==> src/rtl/ram_access_sched.sv <==
`default_nettype none
// ============================================================================
// Module   : ram_access_sched
// Purpose  : Clears a single-port RAM after reset or on command, then
//            round-robin schedules req/ack accesses from two requesters.
// Revision : 1.0
// ============================================================================
module ram_access_sched #(
    parameter int DEPTH = 16,
    parameter int AW    = 4,
    parameter int DW    = 4
) (
    input  logic          CLK,
    input  logic          RST,
    input  logic          CLR,
    input  logic          REQ0,
    input  logic          REQ1,
    input  logic          WR0,
    input  logic          WR1,
    input  logic [AW-1:0] A0,
    input  logic [AW-1:0] A1,
    input  logic [DW-1:0] D0,
    input  logic [DW-1:0] D1,
    output logic          ACK0,
    output logic          ACK1,
    output logic [DW-1:0] RDATA,
    output logic          BUSY,
    output logic          RAM_WE,
    output logic [AW-1:0] RAM_A,
    output logic [DW-1:0] RAM_DI,
    input  logic [DW-1:0] RAM_DO
);

    localparam logic [AW-1:0] LAST_ADDR = AW'(DEPTH - 1);

    typedef enum logic [2:0] {
        S_START = 3'd0,
        S_CLEAR = 3'd1,
        S_IDLE  = 3'd2,
        S_SERVE = 3'd3,
        S_ACK   = 3'd4
    } state_t;

    state_t        state_q, state_d;
    logic [AW-1:0] cnt_q, cnt_d;
    logic [AW-1:0] addr_q, addr_d;
    logic [DW-1:0] data_q, data_d;
    logic [DW-1:0] rdata_q, rdata_d;
    logic          last_q, last_d;
    logic          id_q, id_d;
    logic          wr_q, wr_d;
    logic          grant_id;

    always_ff @(posedge CLK or posedge RST) begin
        if (RST) begin
            state_q <= S_START;
            cnt_q   <= '0;
            addr_q  <= '0;
            data_q  <= '0;
            rdata_q <= '0;
            last_q  <= 1'b1;
            id_q    <= 1'b0;
            wr_q    <= 1'b0;
        end else begin
            state_q <= state_d;
            cnt_q   <= cnt_d;
            addr_q  <= addr_d;
            data_q  <= data_d;
            rdata_q <= rdata_d;
            last_q  <= last_d;
            id_q    <= id_d;
            wr_q    <= wr_d;
        end
    end

    // With both requesting, the one not served last wins; otherwise whoever asks.
    assign grant_id = (REQ0 && REQ1) ? ~last_q : REQ1;

    always_comb begin
        state_d = state_q;
        cnt_d   = cnt_q;
        addr_d  = addr_q;
        data_d  = data_q;
        rdata_d = rdata_q;
        last_d  = last_q;
        id_d    = id_q;
        wr_d    = wr_q;
        BUSY    = 1'b0;
        RAM_WE  = 1'b0;
        RAM_A   = '0;
        RAM_DI  = '0;
        ACK0    = 1'b0;
        ACK1    = 1'b0;

        case (state_q)
            S_START: begin
                // Gated so every output reads 0 while reset is held.
                BUSY    = ~RST;
                state_d = S_CLEAR;
            end
            S_CLEAR: begin
                BUSY   = 1'b1;
                RAM_WE = 1'b1;
                RAM_A  = cnt_q;
                if (cnt_q == LAST_ADDR) begin
                    cnt_d   = '0;
                    state_d = S_IDLE;
                end else begin
                    cnt_d = cnt_q + 1'b1;
                end
            end
            S_IDLE: begin
                if (CLR) begin
                    state_d = S_CLEAR;
                end else if (REQ0 || REQ1) begin
                    id_d    = grant_id;
                    last_d  = grant_id;
                    wr_d    = grant_id ? WR1 : WR0;
                    addr_d  = grant_id ? A1  : A0;
                    data_d  = grant_id ? D1  : D0;
                    state_d = S_SERVE;
                end
            end
            S_SERVE: begin
                RAM_WE = wr_q;
                RAM_A  = addr_q;
                RAM_DI = data_q;
                if (!wr_q) begin
                    rdata_d = RAM_DO;
                end
                state_d = S_ACK;
            end
            S_ACK: begin
                ACK0    = ~id_q;
                ACK1    = id_q;
                state_d = S_IDLE;
            end
            default: begin
                state_d = S_START;
            end
        endcase
    end

    assign RDATA = rdata_q;

endmodule
`default_nettype wire

==> config.mk <==
export PLATFORM = sky130hd
export DESIGN_NAME = ram_access_sched
export DESIGN_NICKNAME = d
export VERILOG_FILES = /design/src/rtl/ram_access_sched.sv
export SDC_FILE = /design/constraint.sdc
export NUM_CORES = 1
export LEC_CHECK = 0
export CORE_MARGIN = 2
export CORE_UTILIZATION = 40
export CTS_CLUSTER_SIZE = 12
export DETAILED_ROUTE_END_ITERATION = 6
export PLACE_DENSITY = 0.86
export SETUP_SLACK_MARGIN = 0.05
export SYNTH_ARGS = -nofsm -noshare
export SYNTH_HDL_FRONTEND = slang
export SYNTH_SLANG_ARGS = --single-unit
==> constraint.sdc <==
create_clock -name CLK -period 1.3 [get_ports CLK]
set_input_delay 0.26 -clock CLK [delete_from_list [all_inputs] [get_ports CLK]]
set_output_delay 0.26 -clock CLK [all_outputs]
set_load 0.03 [all_outputs]
### Word-level counts from Yosys, hierarchy flattened

Cells that the tools add are included.

* register bits: 22
* output and inout port bits: 16
* word-level logic and storage cells: 42

* add/sub/neg operators: 1
* eq/ne operators: 7
* mux-type cells: 15
* bitwise logic cells: 5
* reductions and logical operators: 6

Operator list (number)
* 4-bit two-way mux: 4
* 3-bit case mux with 5 select lines: 1
* 3-bit two-way mux: 3
* 4-bit case mux with 2 select lines: 1
* 3-bit by 2-bit == test with 1-bit output, second input constant: 2
* 1-bit inverter: 5
* 4-bit by 1-bit adder with 4-bit output, second input constant: 1
* 4-bit == test, second input constant: 1
* 1-bit two-way mux: 4
* 1-bit case mux with 2 select lines: 2
* 2-bit AND reduction: 2
* 3-bit by 1-bit == test with 1-bit output, second input constant: 1
* 3-bit == test, second input constant: 1
* 3-bit zero test: 1
* 3-bit != test, second input constant: 1
* 3-bit AND reduction: 1
* 2-bit != test, second input constant: 1
* 1-bit logical AND: 1
* 1-bit logical OR: 1

### Depth between registers and ports, before layout

* depth in word-level cells: 4
* depth in mapped cells: 5
* gate-level depth less buffers: 4

### Least setup slack after synthesis

Ideal clock, no wire load.

* kind: reg2out
* start: register state_q[1]
* end: output ACK0
* data arrival time: 1.570 ns
* required time: 1.040 ns
* setup slack: -0.530 ns
* stages on the path, launching flop included: 3
* cell sequence: dfrtp_1 > buf_2 > nor4b_1

* word-level cells in the longest chain between the ends: 2

Ends and longest elaborated chain
* start: declaration: line 44 `state_t state_q, state_d;`
* start signal: assignment: line 65 `state_q <= state_d;`
* 3-bit == test: line 95 `case (state_q)`
* 1-bit two-way mux: line 95
* end: declaration: line 24 `output logic ACK0,`

Every way passes these cells.

### Final worst setup path

* start: register state_q[0]
* end: output RAM_A[1]

* word-level cells in the longest chain between the ends: 2

Ends and longest elaborated chain
* 3-bit by 2-bit == test with 1-bit output / 3-bit by 1-bit == test with 1-bit output (equally long branches): line 95
* 4-bit case mux with 2 select lines (*): line 95
* end: declaration: line 29 `output logic [AW-1:0] RAM_A,`

Every way passes the cells marked *; elsewhere a longest branch is shown, timed or not.

==> results.md <==
- RePlAce Congestion: 0.7937
- Worst-Skew Late Latency: 310 ps
- Fin. max-slew vios: 0
- Synth Flop Type: dfrtp_1
- TritonCTS buffer count: 3
- Core area: 2781 um2
- Flop pwr share: 27.0%
- CTS Sinks: 22
- Pin count of the biggest net entering global routing: 23
- Max Cap Viol: 0
- Final setup fails: 31
- Post-synthesis compound-gate area fraction: 26.58%
- Critical Path Sink Type: primary output
- Largest family of logic cells by synthesized area: compound AO/OA/AOI/OAI gates
- Worst Slack Setup Final: -486.7 ps
- Most frequent cells after synthesis: 21 x dfrtp_1, 9 x a2bb2oi_2, 9 x o32ai_1, 6 x mux2_2, 5 x nand2_1
- Count leader, synth: dfrtp_1
- Longest Clk Path Bufs: 2
- Skew final: 1.970 ps
- First-pass detailed-route iteration total: 4
- Seq/Total Area, Yosys: 46.32%
- DRC: 0
- Crit path buffers/inverters: 2
- ANT nets after route: 0
- Non-Filler Cell Area, Final: 2090 um2
- Post-synth top area share: 44.12%
- Seq cells post-synth: 22
- Final Util: 75.12%
- Top cells by area, synth: dfrtp_1 44%, a2bb2oi_2 11%, o32ai_1 6.6%, mux2_2 5.7%, dfstp_2 2.2%
- Worst VDD drop: 1.902 mV
- DRT iter0 DRCs: 49
- Post-place instance area: 1839 um2
- Pleak: 0.0008951 uW
- Vias in the first global route: 1192
- Setup_tns: -9615 ps
- XOR/XNOR share of the synthesized area: 1.471%
- Tot Pwr: 5055 uW
- Worst-path maximum fanout: 11
- Fmax: 559.7 MHz
- FILL cells: 192
- Total grt overflow: 0
- Logic gate share of total power: 66.5%
- RSZ-0062 raised after global routing: yes
- Slowest CP cell: dfrtp_2
- Async set or reset register ratio after synthesis: 100.0%
- HPWL after DPL: 2337 um
- Die area: 3430 um2
- CTS tree: built
- Initial antenna violation count: 0
- Psw: 2046 uW
- Place WS: -601.5 ps
- Io pins: 43
- Global-route wire length before repair: 5526 um
- Row cnt: 19
- Cell accounting for the most synthesized area: dfrtp_1
- R2r worst-path depth: 7
- Cell Chain, Critical Path: and3b_2 -> buf_12 -> a22o_4 -> buf_6
- Sw frac: 40.47%
- Mapped Area: 1191 um2
- Mux cell area share after synthesis: 6.513%
- Startpoint types: flop
- Syn Nets: 127
- Simple-Gate Fraction of Synth Area: 13.34%
- Area growth, synth to finish: 75.42%
- Horiz. Die Dim: 58.57 um
- Tcrit/Tclk final: 137.4%
- Post-cts hold buffer count: 0
- Synth warn: 0
- Clk pin slew, worst setup/hold paths: 120 ps
- Int Power: 3009 uW
- Final min period: 1787 ps
- Port-buffer cells: 42
- Violated checks: negative setup slack
- GR Util All Layers: 21.44%
- DIE HEIGHT: 58.57 um
- Final Hold Vio Count: 0
- Max-slew headroom: 55.82%
- Worst path required time: 1040 ps
- Wire per inst: 17.90 um
- CP Depth: 4
- Vias: 1080
- Initial Utilization: 42.82%
- Post-Synth Adder-Cell Area: 1.050%
- Routed wire length: 3508 um
- Fraction of layout cells with a size suffix above 1: 52.73%
- Clk pwr share: 6.5%
- Root buffer cell: clkbuf_4
- Nets@finish: 194
- H-tree depth: 1
- Pwr Density: 2419 nW/um2
- Vias per inst: 5.510
- EDFF count, synth: 0
- Delay-heaviest family, CP: flip-flops
- Setup Crit Path Kind: flop to primary output
- ANT cells: 0
- Tightest Hold Check Type: input port to asynchronous set/reset pin
- Cells after Synth: 99
- Worst path max stage delay: 460 ps
- Yosys cell types: 34
- CP arrival: 1530 ps
- Syn avg cell area: 12.03 um2
- Actual slew at the worst max-slew pin: 661.4 ps
- Status: complete, but fails checks
## final timing paths
path	end	startpoint	slack (ps)
worst max-delay path	RAM_A[1]	state_q[0]	-490
worst min-delay path	state_q[2]	RST	350
worst max register to register	addr_q[1]	state_q[2]	-350
worst min register to register	RDATA[1]	RDATA[1]	520
max in group asynchronous	last_q	RST	660
min in group CLK	RDATA[1]	RDATA[1]	520
## power groups by stage
stage / combinational (uW) / clock, uW / sequential [uW]
final: 3360 / 330 / 1360
after global routing: 3540 / 369 / 1410
after CTS: 3060 / 344 / 1340
after detailed placement: 2790 / 0 / 1340
after global placement: 2710 / 0 / 1320
after floorplan: 1870 / 0 / 1390
## timing repair
action / CTS / global route
pin swaps: 3 / 10
endpoints found under the setup margin: 37 / 33
buffers inserted: 5 / 8
cloned: 1 / 0
resized for setup: 41 / 23
## per-layer routing
| metal | vias to the layer above | global-route usage (%) | wire (um) |
|---|---|---|---|
| met5 | - | 0 | 0 |
| met4 | 0 | 8.442 | 51 |
| met3 | 4 | 4.176 | 161 |
| met2 | 33 | 39.00 | 1879 |
| met1 | 536 | 24.62 | 1414 |
| li1 | 507 | - | - |
## cells in the final DEF, fill, tap and decap left out, types with 2 or more instances in the layout
| cell type | n |
|---|---|
| clkdlybuf4s50_1 | 26 |
| buf_6 | 24 |
| dfrtp_1 | 20 |
| buf_4 | 12 |
| o32ai_1 | 9 |
| a2bb2oi_2 | 9 |
| mux2_4 | 6 |
| nor2_1 | 4 |
| and2_4 | 4 |
| buf_2 | 4 |
| nor4b_4 | 3 |
| a22o_4 | 3 |
| a21oi_1 | 3 |
| clkbuf_4 | 3 |
| buf_12 | 3 |
| and2b_2 | 2 |
| nand2_4 | 2 |
| o21a_1 | 2 |
| nand2_1 | 2 |
| o21ai_1 | 2 |
## logic make-up (layout without fill, tap and decap cells)
family / after synthesis / after routing
AND/OR/NAND/NOR: 23 / 23
adder cells (fa/ha/maj): 1 / 1
buffers and inverters: 11 / 77
AO/OA/AOI/OAI: 33 / 33
XOR/XNOR: 2 / 2
multiplexers: 7 / 7
flip-flops: 22 / 22
## layout make-up
| cell class | instances | area [um2] | area share (%) |
|---|---|---|---|
| multi-input cells | 66 | 728.2 | 34.85 |
| flip-flops and latches | 22 | 553.0 | 26.47 |
| inverters | 3 | 15.01 | 0.7186 |
| clock buffers | 4 | 26.28 | 1.257 |
| repair buffers | 70 | 728.2 | 34.85 |
| well taps | 31 | 38.79 | 1.856 |
## worst register-to-register path: stages (launching register included)
cell       delay [ps]
dfrtp_1           420
buf_6             140
buf_6             110
nor4b_4           300
and2b_2           250
buf_12            110
buf_16            100
a2bb2oi_2         140
## state kept, by name, summed over array words and instances, names as in the netlist
| signal | flops |
|---|---|
| RDATA | 4 |
| addr_q | 4 |
| cnt_q | 4 |
| data_q | 4 |
| id_q | 1 |
| last_q | 1 |
| state_q | 3 |
| wr_q | 1 |
## metrics by stage
stage                     hold WS [ps]  std cells
after detailed placement         495.3        181
after global placement           490.2        181
after CTS                        357.8        190
after global routing             363.9        196
final                            352.7        196
after floorplan                  129.4         99
Power figures use the tool's default switching activity.
